## src/rtl/int_ctrl_if.sv

```systemverilog
// int_ctrl_if: CPU/device-side bus of the interrupt controller.
// Ports: irq_in (raw lines), addr/we/wdata/rdata (register window), int_ack/hw_int (CPU handshake).
// master = CPU/bench side, slave = controller side.
interface int_ctrl_if;
  logic [5:0]  irq_in;
  logic [2:0]  addr;
  logic        we;
  logic [31:0] wdata;
  logic [31:0] rdata;
  logic        int_ack;
  logic [5:0]  hw_int;

  modport master (
    output irq_in, addr, we, wdata, int_ack,
    input  rdata, hw_int
  );

  modport slave (
    input  irq_in, addr, we, wdata, int_ack,
    output rdata, hw_int
  );
endinterface

```

## src/rtl/int_ctrl.sv

```systemverilog
// int_ctrl: 6-source interrupt controller, per-source mask and edge/level mode, fixed lowest-index priority.
// Latency: level source -> hw_int 2 cycles after sampling (SYNC_EN=1), edge source 3 cycles; SYNC_EN=0 two fewer.
// Backpressure: one request outstanding; later requests wait in PEND until EOI.
// Ports: i_clk, i_reset (sync, active-high), io_bus (int_ctrl_if.slave: irq_in, addr, we, wdata, rdata, int_ack, hw_int).
module int_ctrl #(
  parameter bit SYNC_EN = 1'b1
) (
  input  logic     i_clk,
  input  logic     i_reset,
  int_ctrl_if.slave io_bus
);

  typedef enum logic [1:0] {ST_IDLE, ST_REQ, ST_SERVICE} state_t;

  state_t     r_state;
  logic [5:0] r_s1, r_s2, r_prev;
  logic [5:0] r_mask, r_mode, r_pend_edge, r_insrv, r_hw_int;
  logic       r_vec_vld;
  logic [2:0] r_vec_idx;

  logic [5:0] w_s, w_rise, w_pend, w_cand, w_sel;
  logic [5:0] w_mode_nxt, w_w1c, w_ack_clr, w_pend_edge_nxt;
  logic       w_ack, w_eoi;

  function automatic logic [2:0] f_idx(input logic [5:0] oh);
    logic [2:0] idx;
    idx = 3'd0;
    for (int i = 5; i >= 0; i--) begin
      if (oh[i]) idx = 3'(i);
    end
    return idx;
  endfunction

  generate
    if (SYNC_EN) begin : g_sync
      assign w_s = r_s2;
    end else begin : g_nosync
      assign w_s = io_bus.irq_in;
    end
  endgenerate

  assign w_rise     = w_s & ~r_prev;
  assign w_mode_nxt = (io_bus.we && io_bus.addr == 3'd1) ? io_bus.wdata[5:0] : r_mode;
  assign w_w1c      = (io_bus.we && io_bus.addr == 3'd2) ? io_bus.wdata[5:0] : 6'd0;
  assign w_ack      = (r_state == ST_REQ) && io_bus.int_ack;
  assign w_eoi      = (r_state == ST_SERVICE) && io_bus.we && (io_bus.addr == 3'd5);
  // Acceptance clears the bit that was actually presented (registered hw_int).
  assign w_ack_clr  = w_ack ? r_hw_int : 6'd0;

  // New edge overrides W1C/ack clears; masking with the next MODE drops
  // latched edges on bits being switched to level.
  assign w_pend_edge_nxt = ((r_pend_edge & ~(w_w1c | w_ack_clr)) | (w_rise & r_mode)) & w_mode_nxt;

  assign w_pend = (r_mode & r_pend_edge) | (~r_mode & w_s);
  assign w_cand = w_pend & r_mask;
  assign w_sel  = w_cand & (~w_cand + 6'd1);  // isolate lowest set bit

  always_ff @(posedge i_clk) begin
    if (i_reset) begin
      r_s1        <= '0;
      r_s2        <= '0;
      r_prev      <= '0;
      r_mask      <= '0;
      r_mode      <= '0;
      r_pend_edge <= '0;
      r_insrv     <= '0;
      r_vec_vld   <= 1'b0;
      r_vec_idx   <= '0;
      r_hw_int    <= '0;
      r_state     <= ST_IDLE;
    end else begin
      r_s1        <= io_bus.irq_in;
      r_s2        <= r_s1;
      r_prev      <= w_s;
      r_mode      <= w_mode_nxt;
      r_pend_edge <= w_pend_edge_nxt;
      if (io_bus.we && io_bus.addr == 3'd0) r_mask <= io_bus.wdata[5:0];

      case (r_state)
        ST_IDLE: begin
          if (w_cand != 6'd0) begin
            r_hw_int <= w_sel;
            r_state  <= ST_REQ;
          end else begin
            r_hw_int <= '0;
          end
        end
        ST_REQ: begin
          if (w_ack) begin
            r_insrv   <= r_hw_int;
            r_vec_vld <= 1'b1;
            r_vec_idx <= f_idx(r_hw_int);
            r_hw_int  <= '0;
            r_state   <= ST_SERVICE;
          end else if (w_cand != 6'd0) begin
            r_hw_int <= w_sel;   // a higher-priority arrival pre-empts here
          end else begin
            r_hw_int <= '0;
            r_state  <= ST_IDLE;
          end
        end
        ST_SERVICE: begin
          r_hw_int <= '0;
          if (w_eoi) begin
            r_insrv   <= '0;
            r_vec_vld <= 1'b0;
            r_vec_idx <= '0;
            r_state   <= ST_IDLE;
          end
        end
        default: begin
          r_hw_int <= '0;
          r_state  <= ST_IDLE;
        end
      endcase
    end
  end

  always_comb begin
    io_bus.rdata = 32'd0;
    case (io_bus.addr)
      3'd0:    io_bus.rdata = {26'd0, r_mask};
      3'd1:    io_bus.rdata = {26'd0, r_mode};
      3'd2:    io_bus.rdata = {26'd0, w_pend};
      3'd3:    io_bus.rdata = {26'd0, r_insrv};
      3'd4:    io_bus.rdata = {r_vec_vld, 28'd0, r_vec_idx};
      default: io_bus.rdata = 32'd0;
    endcase
  end

  assign io_bus.hw_int = r_hw_int;

endmodule
```

## src/flat_wrapper.sv

```systemverilog
// flat-port wrapper written by rule: the top's interface ports become plain ports
module int_ctrl_flat 
#(
  parameter bit SYNC_EN = 1'b1
)
  (i_clk, i_reset, io_bus_irq_in, io_bus_addr, io_bus_we, io_bus_wdata, io_bus_int_ack, io_bus_rdata, io_bus_hw_int);
  int_ctrl_if io_bus_i ();
  input  logic i_clk;
  input  logic i_reset;
  input wire logic [$bits(io_bus_i.irq_in)-1:0] io_bus_irq_in;
  input wire logic [$bits(io_bus_i.addr)-1:0] io_bus_addr;
  input wire logic [$bits(io_bus_i.we)-1:0] io_bus_we;
  input wire logic [$bits(io_bus_i.wdata)-1:0] io_bus_wdata;
  input wire logic [$bits(io_bus_i.int_ack)-1:0] io_bus_int_ack;
  output wire logic [$bits(io_bus_i.rdata)-1:0] io_bus_rdata;
  output wire logic [$bits(io_bus_i.hw_int)-1:0] io_bus_hw_int;
  assign io_bus_i.irq_in = io_bus_irq_in;
  assign io_bus_i.addr = io_bus_addr;
  assign io_bus_i.we = io_bus_we;
  assign io_bus_i.wdata = io_bus_wdata;
  assign io_bus_i.int_ack = io_bus_int_ack;
  assign io_bus_rdata = io_bus_i.rdata;
  assign io_bus_hw_int = io_bus_i.hw_int;
  int_ctrl #(.SYNC_EN(SYNC_EN)) u_core (.i_clk(i_clk), .i_reset(i_reset), .io_bus(io_bus_i));
endmodule
```

## config.mk

```make
export PLATFORM = sky130hd
export DESIGN_NAME = int_ctrl_flat
export DESIGN_NICKNAME = d
export VERILOG_FILES = /design/src/rtl/int_ctrl_if.sv /design/src/rtl/int_ctrl.sv /design/src/flat_wrapper.sv
export SDC_FILE = /design/constraint.sdc
export NUM_CORES = 1
export LEC_CHECK = 0
export BUFFER_PORTS_ARGS = -buffer_cell sky130_fd_sc_hd__buf_2
export CAP_MARGIN = 40
export CORE_MARGIN = 10
export CORE_UTILIZATION = 54
export CTS_CLUSTER_DIAMETER = 40
export CTS_CLUSTER_SIZE = 8
export DETAILED_ROUTE_END_ITERATION = 7
export GPL_TIMING_DRIVEN = 0
export PLACE_DENSITY = 0.84
export SLEW_MARGIN = 20
export SYNTH_ARGS = -nofsm -noshare
export SYNTH_HDL_FRONTEND = slang
export SYNTH_SLANG_ARGS = --single-unit
export TNS_END_PERCENT = 100
```

## constraint.sdc

```tcl
create_clock -name i_clk -period 2.9 [get_ports i_clk]
set_input_delay 0.725 -clock i_clk [delete_from_list [all_inputs] [get_ports i_clk]]
set_output_delay 0.725 -clock i_clk [all_outputs]
set_load 0.02 [all_outputs]
```

; ---- Yosys cells after proc, flatten, opt, wreduce, memory -nomap -nowiden
; Index checks and enable logic that the tools add are counted.
[totals]
regBits = 54
inputBits = 45
out_inout_bits = 38
elab_cells = 77
[op_classes]
addsub = 1
eq_ne = 11
muxes = 27
n_bitwise = 15
n_reduce_logical = 12
[op_table]
columns = cell, count
row1 = $pmux W32 S5, 1
row2 = $and A6 B6 Y6, 8
row3 = $mux W6, 7
row4 = $mux W3, 8
row5 = $not A6 Y6, 4
row6 = $pmux W6 S2, 2
row7 = $or A6 B6 Y6, 3
row8 = $mux W2, 4
row9 = $add A6 B1 Y6 const B, 1
row10 = $eq A3 B2 Y1 const B, 2
row11 = $eq A3 B3 Y1 const B, 2
row12 = $logic_and A1 B1 Y1, 6
row13 = $ne A2 B1 Y1 const B, 3
row14 = $pmux W2 S3, 1
row15 = $pmux W3 S2, 1
row16 = $reduce_and A3 Y1, 2
row17 = $reduce_bool A6 Y1, 1
row18 = $eq A3 B1 Y1 const B, 1
row19 = $logic_not A3 Y1, 1
row20 = $ne A3 B2 Y1 const B, 1
row21 = $eq A2 B1 Y1 const B, 1
row22 = $eq A2 B2 Y1 const B, 1
row23 = $logic_not A2 Y1, 1
row24 = $mux W1, 2
row25 = 2 further kinds, 2

; ---- Logic depth before layout (Yosys ltp)
[logic_depth]
word_depth = 10
mapped_depth = 7
ltp_nobuf = 6

; ---- Worst setup path after synthesis
; Ideal clock, no wire load.
[synth_timing]
path_type = input -> output
start = input io_bus_addr[2]
end = output io_bus_rdata[31]
t_arrival_ns = 1.827
required_time_ns = 2.175
slack_ns = 0.348
cell_stages = 4
path_buffers = 2
cell_sequence = clkbuf_1 clkbuf_1 nand2_1 nor3_1
[synth_via]
elab_chain_cells = 2
word_cells_on_any_way = 6
classes_between = eq/ne: 4 / mux: 1 / reduce/logical: 1
[synth_rtl]
columns = element, line
row1 = from (decl), flat_wrapper.sv:11  ; input wire logic [$bits(io_bus_i.addr)-1:0] io_bus_addr;
row2 = $eq A3 B3 Y1 (tied with other cells), int_ctrl.sv:121  ; case (io_bus.addr)
row3 = $pmux W32 S5 *, int_ctrl.sv:121
row4 = to (decl), flat_wrapper.sv:15  ; output wire logic [$bits(io_bus_i.rdata)-1:0] io_bus_rdata;
; Mark *: on every way between the ends. The rest lies on a longest branch, timed or not.

; ---- Final worst setup path
[layout_timing]
start = input io_bus_addr[2]
end = output io_bus_rdata[2]
; The elaborated chain is that of the path after synthesis.

==> metrics.txt <==
CTS tree=done; ratio of cells with drive above 1 in the final layout=0.219; final core occ=0.640; first-pass GRT wire length=9.84 mm; worst-skew pair later-pin latency=0.31 ns; Adder-Cell Fraction of Synth Area=0.0146; crit path capture type=output pin; Psw=347 uW; Worst Skew=0.00775 ns; largest family of logic cells by synthesized area=simple AND/OR/NAND/NOR gates; Slew headroom=0.528; Hold Path Class=reg2reg; final period utilization=0.928; CTS Sinks=54; Synth warnings=0; Reg clk slew, reported paths=0.09 ns; clock power share=0.349; total global-route track usage=0.160; final hold violations=0; Arr. time, crit path=1.97 ns; mux share of post-synthesis cell area=0.123; largest net degree at the start of global routing=17; die width=89.0 um; sequential share of the synthesized area=0.421; Sequential Power Share=0.536; min Tclk post-route=2.69 ns; FF-to-FF End=u_core.r_insrv[3]; Lkg Pwr=1.25 nW; WP data required=2.17 ns; worst vdd ir=0.000411 V; most frequent cells in the layout=dfxtp_1, nor2_1, buf_2; Pre-antenna DRT Iters=4; Final Cell Area=2980 um^2; Total Routed Length=6.19 mm; simple-gate area share of the yosys netlist=0.220; DRC=0; Rows=25; Initial Util=0.551; Final nets=389; Compound-Gate Fraction of Synth Area=0.119; launching point of the worst reg2reg path=u_core.r_state[0]; post-route ant nets=0; Tightest Pin Transition=0.705 ns; Placement Cell Area=2880 um^2; Die Height=89.0 um; # fillers=407; initial antenna violation count=0; GPL Wtd Cong=0.904; initial drt markers=162; vias in the first global route=2028; Hold Startpoint=u_core.r_s1[3]; placed wire-length estimate=4.59 mm; die area=7920 um^2; Mapped Area=2570 um^2; Hold EP=u_core.r_s2[3]; max_cap viols=0; startpoint class of the critical path=input pin; r2r worst-path depth=6; routed len/inst=15.6 um; syn_area_per_cell=9.11 um^2; Int Power=1.08 mW; port buffer count=30; cts bufs inserted=5; Hold Path Depth=1; FF-to-FF setup slack=1.11 ns; Slew Viols, Final=0; I/O pins=83; Setup-failing EPs final=0; Seq cells post-synth=54; CP max FO=10; total congestion overflow=0; Clock Path Buffers=2; setup bufs post-CTS=0; placed instance count=390; WHS=0.442 ns; Root Buffer=clkbuf_8; H-tree levels=2; overall power=1.43 mW; Layout Cells excl Fill=396; synth-to-layout area growth=16.0%; commonest non-fill, non-tap cell in the layout=dfxtp_1; vias per cell=5.31; Ant. Diodes=0; Switching Share=0.243; Mapped Cells=282; logic gate share of total power=0.115; Synth cell types=42; core box area=4660 um^2; top achievable clock speed=371 MHz; crit path kind=in2out; outcome=completed; RSZ-0062 raised after global routing=false; XOR/XNOR Fraction of Synth Area=0; DR vias=2102; pwr/cell area=478 nW/um^2
## synth_stat cells
master / number / area share
nor4bb_1: 1 / 0.0039
nor3b_1: 2 / 0.0058
nor4_1: 2 / 0.0049
o21ai_0: 6 / 0.012
and4bb_1: 1 / 0.0049
nand2_1: 27 / 0.039
mux2_4: 2 / 0.012
nand4b_1: 1 / 0.0034
clkbuf_1: 8 / 0.012
nor2_1: 31 / 0.045
nor3_1: 10 / 0.019
o21a_1: 3 / 0.0088
ha_1: 3 / 0.015
nor2b_1: 23 / 0.056
a22o_4: 1 / 0.0068
a22oi_1: 7 / 0.020
a21oi_1: 7 / 0.014
nand4_1: 1 / 0.0024
a31oi_1: 7 / 0.017
buf_1: 2 / 0.0029
mux2_2: 4 / 0.018
a22o_1: 2 / 0.0068
o211ai_2: 1 / 0.0049
mux2i_1: 17 / 0.066
o41ai_1: 2 / 0.0068
dfxtp_1: 54 / 0.42
buf_4: 25 / 0.073
nor4b_4: 1 / 0.0092
buf_2: 1 / 0.0019
and4b_1: 1 / 0.0039
mux4_1: 1 / 0.010
o21ai_1: 3 / 0.0058
and2_0: 1 / 0.0024
o32ai_1: 1 / 0.0034
nand3_1: 1 / 0.0019
o31a_1: 1 / 0.0034
mux4_2: 2 / 0.018
nand2b_1: 7 / 0.017
a211oi_1: 2 / 0.0058
inv_1: 8 / 0.012
a221oi_1: 1 / 0.0034
conb_1: 1 / 0.0015
## state kept, by name, indices dropped and copies added, names as in the netlist
name,cells
u_core.r_s1,6
u_core.r_s2,6
u_core.r_state,2
u_core.r_insrv,6
u_core.r_mask,6
u_core.r_mode,6
u_core.r_vec_idx,3
u_core.r_prev,6
u_core.r_vec_vld,1
u_core.r_pend_edge,6
u_core.io_bus.hw_int,6
## cell type report
type	instances	area [um^2]	share of cell area
multi-input combinational	208	1320	0.442
sequential	54	1080	0.363
buffer	34	224	0.0751
timing repair buffer	30	150	0.0504
clock buffer	6	72.6	0.0243
tap	54	67.6	0.0227
clock inverter	2	37.5	0.0126
inverter	8	30.0	0.0101
## stage by stage
stage          TNS (ns)  worst slack, ns
2_1_floorplan         0            0.348
3_3_place_gp     -0.170          -0.0909
3_5_place_dp     -0.211          -0.0997
4_1_cts               0          0.00218
5_1_grt               0           0.0983
6_report              0            0.208
## power groups by stage
| stage | Sequential, mW | Combinational (mW) | Clock [mW] |
|---|---|---|---|
| 6_report | 0.764 | 0.164 | 0.498 |
| 5_1_grt | 0.766 | 0.179 | 0.532 |
| 4_1_cts | 0.764 | 0.161 | 0.504 |
| 3_5_place_dp | 0.781 | 0.161 | 0 |
| 3_3_place_gp | 0.780 | 0.159 | 0 |
| 2_1_floorplan | 0.779 | 0.122 | 0 |
## cell families after synthesis
logic type | Yosys count
buf+inv | 44
fa+ha+maj | 3
flops | 54
mux | 26
simple gates | 110
other cells | 1
compound gates | 44
## metal layers
metal | wire length, um | global-route usage | up-vias
li1 | - | - | 1038
met1 | 2600 | 0.184 | 976
met2 | 2910 | 0.273 | 80
met3 | 607 | 0.0492 | 8
met4 | 72 | 0.0578 | 0
met5 | 0 | 0 | -
## what timing repair did
action / 4_1_cts / 5_1_grt
resized for setup: 0 / 2
hold endpoints to repair: 0 / 0
endpoints found under the setup margin: 3 / 5
hold buffers: 0 / 0
## worst max-delay path, cell delays in order
cell,delay [ns]
clkbuf_1,0.26
clkbuf_2,0.32
mux2i_1,0.24
o21ai_1,0.08
o21a_1,0.19
buf_2,0.16
## worst max path at each step
stage,startpoint,slack [ns],to
floorplan,io_bus_addr[2],0.35,io_bus_rdata[31]
finish,io_bus_addr[2],0.21,io_bus_rdata[2]
global placement,io_bus_addr[0],-0.09,io_bus_rdata[4]
CTS,io_bus_addr[2],0.002,io_bus_rdata[2]
global route,io_bus_addr[2],0.1,io_bus_rdata[2]
detailed placement,io_bus_addr[0],-0.1,io_bus_rdata[4]
Note: power is estimated with default switching activity, not from simulation.
